`src/rtl/multi_color_mask.sv`:
```
// Pipelined N-color chroma box classifier with shadow/active target banks.
// Optional per-frame hit counters are built when MULTI_COLOR_MASK_HIT_COUNT_EN is defined.
module multi_color_mask #(
  parameter int NUM_COLORS   = 4,
  parameter int YUV_WIDTH    = 8,
  parameter int THRESH_WIDTH = 10,
  parameter int CNT_WIDTH    = 20,
  parameter int AW           = (NUM_COLORS > 1) ? $clog2(NUM_COLORS) : 1
) (
  input  logic                              clk,
  input  logic                              rst,
  input  logic                              cfg_we,
  input  logic [AW-1:0]                     cfg_addr,
  input  logic signed [YUV_WIDTH-1:0]       cfg_uTarget,
  input  logic signed [YUV_WIDTH-1:0]       cfg_vTarget,
  input  logic signed [THRESH_WIDTH-1:0]    cfg_uThresh,
  input  logic signed [THRESH_WIDTH-1:0]    cfg_vThresh,
  input  logic                              cfg_enable,
  input  logic signed [YUV_WIDTH-1:0]       U,
  input  logic signed [YUV_WIDTH-1:0]       V,
  input  logic                              in_valid,
  input  logic                              in_sof,
  input  logic                              in_eof,
  output logic [NUM_COLORS-1:0]             colorEncoding,
  output logic                              out_valid,
  output logic                              out_eof,
  output logic [NUM_COLORS*CNT_WIDTH-1:0]   hit_count,
  output logic                              count_valid
);

  localparam int EW = THRESH_WIDTH + 2;

  typedef logic signed [EW-1:0] ext_t;

  typedef struct packed {
    logic [YUV_WIDTH-1:0]    ut;
    logic [YUV_WIDTH-1:0]    vt;
    logic [THRESH_WIDTH-1:0] uth;
    logic [THRESH_WIDTH-1:0] vth;
    logic                    en;
  } entry_t;

  function automatic ext_t sext_y(input logic [YUV_WIDTH-1:0] x);
    return {{(EW-YUV_WIDTH){x[YUV_WIDTH-1]}}, x};
  endfunction

  function automatic ext_t sext_t(input logic [THRESH_WIDTH-1:0] x);
    return {{(EW-THRESH_WIDTH){x[THRESH_WIDTH-1]}}, x};
  endfunction

  entry_t sh  [NUM_COLORS];
  entry_t act [NUM_COLORS];
  entry_t sel [NUM_COLORS];
  entry_t wr_entry;
  logic   commit;

  assign commit   = in_valid && in_sof;
  assign wr_entry = {cfg_uTarget, cfg_vTarget, cfg_uThresh, cfg_vThresh, cfg_enable};

  // Commit copies the pre-write shadow; a coincident write stays pending in shadow.
  always_ff @(posedge clk) begin
    if (rst) begin
      for (int unsigned i = 0; i < NUM_COLORS; i++) begin
        sh[i]  <= '0;
        act[i] <= '0;
      end
    end else begin
      for (int unsigned i = 0; i < NUM_COLORS; i++) begin
        if (commit)
          act[i] <= sh[i];
        if (cfg_we && (cfg_addr == AW'(i)))
          sh[i] <= wr_entry;
      end
    end
  end

  ext_t                  lo_u [NUM_COLORS];
  ext_t                  hi_u [NUM_COLORS];
  ext_t                  lo_v [NUM_COLORS];
  ext_t                  hi_v [NUM_COLORS];
  logic [NUM_COLORS-1:0] en_sel;

  // The sof pixel sees the bank it commits, hence the bypass to shadow.
  always_comb begin
    en_sel = '0;
    for (int unsigned i = 0; i < NUM_COLORS; i++) begin
      sel[i]    = commit ? sh[i] : act[i];
      lo_u[i]   = sext_y(sel[i].ut) - sext_t(sel[i].uth);
      hi_u[i]   = sext_y(sel[i].ut) + sext_t(sel[i].uth);
      lo_v[i]   = sext_y(sel[i].vt) - sext_t(sel[i].vth);
      hi_v[i]   = sext_y(sel[i].vt) + sext_t(sel[i].vth);
      en_sel[i] = sel[i].en;
    end
  end

  ext_t                  s1_u;
  ext_t                  s1_v;
  ext_t                  s1_lo_u [NUM_COLORS];
  ext_t                  s1_hi_u [NUM_COLORS];
  ext_t                  s1_lo_v [NUM_COLORS];
  ext_t                  s1_hi_v [NUM_COLORS];
  logic [NUM_COLORS-1:0] s1_en;
  logic                  s1_valid;
  logic                  s1_eof;

  always_ff @(posedge clk) begin
    s1_u  <= sext_y(U);
    s1_v  <= sext_y(V);
    s1_en <= en_sel;
    for (int unsigned i = 0; i < NUM_COLORS; i++) begin
      s1_lo_u[i] <= lo_u[i];
      s1_hi_u[i] <= hi_u[i];
      s1_lo_v[i] <= lo_v[i];
      s1_hi_v[i] <= hi_v[i];
    end
  end

  always_ff @(posedge clk) begin
    if (rst) begin
      s1_valid <= 1'b0;
      s1_eof   <= 1'b0;
    end else begin
      s1_valid <= in_valid;
      s1_eof   <= in_valid && in_eof;
    end
  end

  logic [NUM_COLORS-1:0] hit;

  // An inverted box (negative threshold) fails one of the two bounds by construction.
  always_comb begin
    hit = '0;
    for (int unsigned i = 0; i < NUM_COLORS; i++) begin
      hit[i] = s1_en[i]
            && (s1_lo_u[i] <= s1_u) && (s1_u <= s1_hi_u[i])
            && (s1_lo_v[i] <= s1_v) && (s1_v <= s1_hi_v[i]);
    end
  end

  always_ff @(posedge clk) begin
    if (rst) begin
      colorEncoding <= '0;
      out_valid     <= 1'b0;
      out_eof       <= 1'b0;
    end else begin
      colorEncoding <= s1_valid ? hit : '0;
      out_valid     <= s1_valid;
      out_eof       <= s1_valid && s1_eof;
    end
  end

`ifdef MULTI_COLOR_MASK_HIT_COUNT_EN
  logic                 s1_sof;
  logic                 s2_sof;
  logic [CNT_WIDTH-1:0] cnt      [NUM_COLORS];
  logic [CNT_WIDTH-1:0] cnt_next [NUM_COLORS];

  always_ff @(posedge clk) begin
    if (rst) begin
      s1_sof <= 1'b0;
      s2_sof <= 1'b0;
    end else begin
      s1_sof <= in_valid && in_sof;
      s2_sof <= s1_valid && s1_sof;
    end
  end

  always_comb begin
    for (int unsigned i = 0; i < NUM_COLORS; i++) begin
      cnt_next[i] = cnt[i];
      if (out_valid) begin
        if (s2_sof)
          cnt_next[i] = CNT_WIDTH'(colorEncoding[i]);
        else if (colorEncoding[i] && (cnt[i] != '1))
          cnt_next[i] = cnt[i] + CNT_WIDTH'(1);
      end
    end
  end

  // hit_count snapshots the count including the eof pixel itself.
  always_ff @(posedge clk) begin
    if (rst) begin
      for (int unsigned i = 0; i < NUM_COLORS; i++)
        cnt[i] <= '0;
      hit_count   <= '0;
      count_valid <= 1'b0;
    end else begin
      for (int unsigned i = 0; i < NUM_COLORS; i++) begin
        cnt[i] <= cnt_next[i];
        if (out_valid && out_eof)
          hit_count[i*CNT_WIDTH +: CNT_WIDTH] <= cnt_next[i];
      end
      count_valid <= out_valid && out_eof;
    end
  end
`else
  assign hit_count   = '0;
  assign count_valid = 1'b0;
`endif

endmodule

```
`config.mk`:
```
export PLATFORM = sky130hd
export DESIGN_NAME = multi_color_mask
export DESIGN_NICKNAME = d
export VERILOG_FILES = /design/src/rtl/multi_color_mask.sv
export SDC_FILE = /design/constraint.sdc
export NUM_CORES = 1
export LEC_CHECK = 0
export BUFFER_PORTS_ARGS = -buffer_cell sky130_fd_sc_hd__buf_2
export CORE_MARGIN = 2
export CORE_UTILIZATION = 40
export CTS_CLUSTER_DIAMETER = 60
export DETAILED_ROUTE_END_ITERATION = 6
export PLACE_DENSITY = 0.64
export SYNTH_ARGS = -nofsm -noshare
export SYNTH_HDL_FRONTEND = slang
export SYNTH_SLANG_ARGS = --single-unit
```
`constraint.sdc`:
```
create_clock -name clk -period 5.8 [get_ports clk]
set_clock_uncertainty 0.05 [all_clocks]
set_input_delay 1.16 -clock clk [delete_from_list [all_inputs] [get_ports clk]]
set_output_delay 1.16 -clock clk [all_outputs]
set_load 0.03 [all_outputs]
```
-- Yosys cells after proc, flatten, opt, wreduce, memory -nomap -nowiden
Memories as Yosys holds them, arrays and structs flattened.
Cells that the tools add are included.
- register bits: 28
- memory bits (writable): 488
- output and inout port bits: 87
- memories kept: 6
- memory list (memory ; depth ; bits a word ; rd ports ; clocked after Yosys merged registers in ; write ports ; RTL line ; source):
    act ; 4 ; 37 ; 4 ; 0 ; 4 ; 52 ; entry_t act [NUM_COLORS];
    sh ; 4 ; 37 ; 4 ; 0 ; 4 ; 51 ; entry_t sh [NUM_COLORS];
    s1_hi_u ; 4 ; 12 ; 4 ; 0 ; 4 ; 99 ; ext_t s1_hi_u [NUM_COLORS];
    s1_hi_v ; 4 ; 12 ; 4 ; 0 ; 4 ; 101 ; ext_t s1_hi_v [NUM_COLORS];
    s1_lo_u ; 4 ; 12 ; 4 ; 0 ; 4 ; 98 ; ext_t s1_lo_u [NUM_COLORS];
    s1_lo_v ; 4 ; 12 ; 4 ; 0 ; 4 ; 100 ; ext_t s1_lo_v [NUM_COLORS];
- $add $sub $neg: 16
- $lt $le $gt $ge: 16
- equal/unequal tests: 3
- muxes and demuxes: 29
- bitwise operators: 9
- reductions and logical operators: 25
- operators with widths (kind ; number):
    two-way mux 37 bit ; 12
    <= comparator 12 x 8 -> 1 bit ; 8
    <= comparator 8 x 12 -> 1 bit ; 8
    adder 8 x 10 -> 11 bit ; 8
    subtractor 8 x 10 -> 11 bit ; 8
    logical AND 1 bit ; 23
    two-way mux 1 bit ; 17
    bitwise OR 1 bit ; 8
    equality test 2 bit (second input constant) ; 2
    equality test 2 x 1 -> 1 bit (second input constant) ; 1
    zero test 2 bit ; 1
    OR reduction 2 bit ; 1
    NOT 1 bit ; 1

-- Logic depth before layout (Yosys ltp)
- word-level depth: 6
- depth in mapped cells: 13
- mapped depth without buffers: 11

-- Worst setup path after synthesis
OpenSTA, ideal clock, no wires.
- kind: input -> register
- start: in in_valid
- end: mem act[0][0] (netlist bit) (enable)
- library setup time: 0.533 ns
- data arrival time: 5.051 ns
- data required time: 5.217 ns
- slack: 0.165 ns
- cell stages on the path: 4
- cells stage by stage: nand2_1 > buf_2 > buf_2 > nand2b_1
- RTL lines (what ; RTL line ; source):
    start: declaration ; 21 ; input logic in_valid,
    end: declaration ; 52 ;

==> flow_metrics.tcl <==
set metrics [dict create \
    outcome "completed" \
    die_w_um 269.3 \
    cts_root_buf "clkbuf_16" \
    layout.nets 3029 \
    reg2regPathDepth 7 \
    viasPerCell 4.997 \
    cp_max_fo 42 \
    grt_max_degree 69 \
    layoutNonFillerInstCount 3597 \
    min_to "out_eof$_SDFF_PP0_" \
    p_per_area_nw_per_um2 334.5 \
    yosysWarningCount 0 \
    globalplace.congestion 0.8561 \
    fin_crit_sh_pct 67.09 \
    crit_cells 12 \
    whs_path_depth 1 \
    final.min_clock_period_ns 3.891 \
    r2r_start "s1_u[7]$_DFF_P_" \
    core_area_um2 69910 \
    cts.reportedPaths.clkPinSlew_ns 0.06 \
    dieArea_um2 72500 \
    placed_cells_incl_taps 3502 \
    arrival_ns 4.36 \
    ys_async_sr_fraction_pct 0 \
    drc 0 \
    drv_cap 0 \
    routed_wire_length_per_instance_um 18.76 \
    vdd_ir_drop_max_mv 0.2470 \
    path_cells "buf_2, nand2_4, buf_12, mux2_2, ha_1, fa_1, nor2b_1, o21ai_1, a21boi_1, o21a_1, o41a_1, a31oi_1" \
    initial_utilization_pct 40.26 \
    yosysUniqueCellTypes 65 \
    max_slew.worst_pin.slew_ns 1.197 \
    timing.hold.ws_ns 0.3753 \
    required_ns 6.26 \
    synth-seq-area-share_pct 45.52 \
    antenna_found_initial 4 \
    cts.repair.resized 0 \
    cp_num_buf_inv 2 \
    slowest_stage "nand2_4" \
    grt_overflow_total 0 \
    holdBufCountCts 0 \
    area_growth_pct 10.26 \
    place_ws_ns 1.362 \
    slew_headroom_pct 19.98 \
    dp_hpwl_mm 50.83 \
    die_y_um 269.3 \
    start_kind "primary input" \
    clk-insertion-delay-late_ns 0.61 \
    num_vias 17970 \
    rrSetupSlack_ns 1.99 \
    fill_cells 6496 \
    crit_family "compound AO/OA/AOI/OAI gates" \
    hold_path.class "reg2reg" \
    portBuffers 66 \
    synth_seq_cells 492 \
    track_usage_pct 18.21 \
    firstDrtPassIters 5 \
    cts_tree "done" \
    fin_tns_setup_ns 0 \
    fin_ws_ns 1.909 \
    drive_gt1_share_pct 10.92 \
    routed_wl_mm 67.47 \
    grt_pass1_wl_mm 102.6 \
    num_rows 97 \
    ioPinCount 148 \
    critical_path_class "in2reg" \
    postSynthAreaPerCell_um2 11.04 \
    cts_made_buffers 52 \
    ant_nets 0 \
    finalSetupViolations 0 \
    rsz0062_at_grt "no" \
    synth_ff_type "edfxtp_1" \
    multi_input_area_um2 13860 \
    dr.first_iter.drc_count 1339 \
    hold_viol_final 0 \
    post-cts-setup-buffers 0 \
    slew_viol_final 0 \
    netlist_instances 2550 \
    leakagePower_nw 13.39 \
    timing.rr.end "colorEncoding[3]$_SDFF_PP0_" \
    syn_area_um2 28150 \
    clock.fmax_ghz 0.2570 \
    synth_edf_count 296 \
    min_from "s1_eof$_SDFF_PP0_" \
    ff_latch_area_um2 12810 \
    clock_sinks 492 \
    cts_htree_levels 2 \
    grt_pass1_vias 17460 \
    cts_buffer_depth 3 \
    endpoint_kind "flop" \
    slowest_delay_ns 0.50 \
]
[routing by layer]
layer	part of all wire [%]	vias to the layer above	GRT usage [%]
li1	-	8840	-
met1	52	8603	28.09
met2	40	433	25.96
met3	4.6	98	2.485
met4	3.0	0	5.965
met5	0	-	0
[synth_stat cells (9+ instances only)]
| library cell | number | area [um^2] |
|---|---|---|
| a2111oi_0 | 10 | 87.58 |
| a211oi_1 | 23 | 172.7 |
| a21o_1 | 14 | 105.1 |
| a21oi_1 | 92 | 460.4 |
| a31oi_1 | 17 | 106.4 |
| and2_1 | 298 | 1864 |
| buf_2 | 20 | 100.1 |
| buf_4 | 81 | 608.1 |
| clkbuf_1 | 45 | 168.9 |
| dfxtp_1 | 196 | 3924 |
| edfxtp_1 | 296 | 8889 |
| fa_1 | 16 | 320.3 |
| ha_1 | 336 | 4204 |
| inv_1 | 254 | 953.4 |
| mux2_1 | 40 | 450.4 |
| mux2_2 | 105 | 1182 |
| mux2i_1 | 10 | 100.1 |
| nand2_1 | 37 | 138.9 |
| nand2b_1 | 35 | 219.0 |
| nand3_1 | 13 | 65.06 |
| nand4_1 | 27 | 168.9 |
| nor2_1 | 124 | 465.5 |
| nor2b_1 | 34 | 212.7 |
| nor3_1 | 42 | 210.2 |
| nor3b_1 | 9 | 67.56 |
| o211ai_1 | 13 | 97.59 |
| o21a_1 | 18 | 135.1 |
| o21ai_0 | 53 | 265.3 |
| o21ai_1 | 29 | 145.1 |
| o21bai_1 | 18 | 135.1 |
| o31ai_1 | 17 | 127.6 |
| or3_1 | 13 | 81.33 |
| xnor2_1 | 79 | 691.9 |
| xor2_1 | 34 | 297.8 |
[logic make-up after synthesis]
family          Yosys count  share of synthesized area [%]
other cells               1                        0.01332
fa+ha+maj               352                          16.07
simple gates            658                          13.07
compound gates          373                          9.033
xor+xnor                113                          3.516
mux                     155                          6.157
flops                   492                          45.52
buf+inv                 406                          6.610
[through the flow]
| stage | util [%] | power [mW] | area (um^2) |
|---|---|---|---|
| 2_1_floorplan | - | 6.330 | 28450 |
| 3_3_place_gp | 41.94 | 6.938 | 29320 |
| 3_5_place_dp | 41.94 | 7.048 | 29320 |
| 4_1_cts | 44.39 | 10.44 | 31030 |
| 5_1_grt | 44.39 | 10.94 | 31030 |
| 6_report | 44.39 | 10.38 | 31030 |
[cell usage in the layout, fill, tap and decap left out, types with 23 or more instances in the layout]
master / Yosys / final
mux2_1: 40 / 40
nand2_1: 37 / 36
xor2_1: 34 / 34
clkbuf_16: 0 / 53
a21oi_1: 92 / 92
o21ai_0: 53 / 53
o21ai_1: 29 / 29
nor3_1: 42 / 40
dfxtp_1: 196 / 196
nor2_1: 124 / 121
nand2b_1: 35 / 34
nor2b_1: 34 / 34
and2_1: 298 / 298
a211oi_1: 23 / 23
ha_1: 336 / 336
mux2_2: 105 / 105
inv_1: 254 / 254
xnor2_1: 79 / 79
buf_2: 20 / 66
conb_1: 1 / 81
nand4_1: 27 / 27
edfxtp_1: 296 / 296
[worst register-to-register path, delay by kind of cell, from the launching register on]
family | cells | cell delay [ns]
adders and majority gates | 1 | 0.50
DFF | 1 | 0.96
buffers and inverters | 1 | 0.67
AOI/OAI and AO/OA | 3 | 1.31
and+or+nand+nor | 2 | 0.17
[layout make-up]
type / instances / area share, %
inverter: 256 / 3.096
clock buffer: 71 / 4.620
clock inverter: 22 / 0.8910
antenna: 2 / 0.01613
multi-input combinational: 1732 / 44.65
tap: 940 / 3.790
timing repair buffer: 82 / 1.653
sequential: 492 / 41.29
[flip-flops by register name, summed over array words and instances, names as in the netlist]
register / cells
s1_eof: 1
act: 148
s1_lo_v: 44
out_eof: 1
s1_en: 4
s1_hi_u: 42
sh: 148
s1_valid: 1
s1_u: 8
s1_v: 8
s1_hi_v: 40
colorEncoding: 4
out_valid: 1
s1_lo_u: 42
[worst max path at each step]
| stage | from | end | slack (ns) |
|---|---|---|---|
| finish | in_valid | s1_hi_u[0][10]$_DFF_P_ | 1.91 |
| global route | s1_u[7]$_DFF_P_ | colorEncoding[3]$_SDFF_PP0_ | 1.65 |
| CTS | s1_u[7]$_DFF_P_ | colorEncoding[0]$_SDFF_PP0_ | 1.99 |
| floorplan | in_valid | act[0][0]$_SDFFCE_PN0P_ | 0.17 |
| global placement | in_valid | s1_hi_u[1][8]$_DFF_P_ | 1.44 |
| detailed placement | in_valid | s1_hi_u[0][10]$_DFF_P_ | 1.36 |
[power by group]
part | internal (mW) | switching (mW)
clock network | 2.00 | 1.39
registers | 4.23 | 0.202
logic | 1.04 | 1.52
No activity file was read; power rests on OpenSTA's default activity.
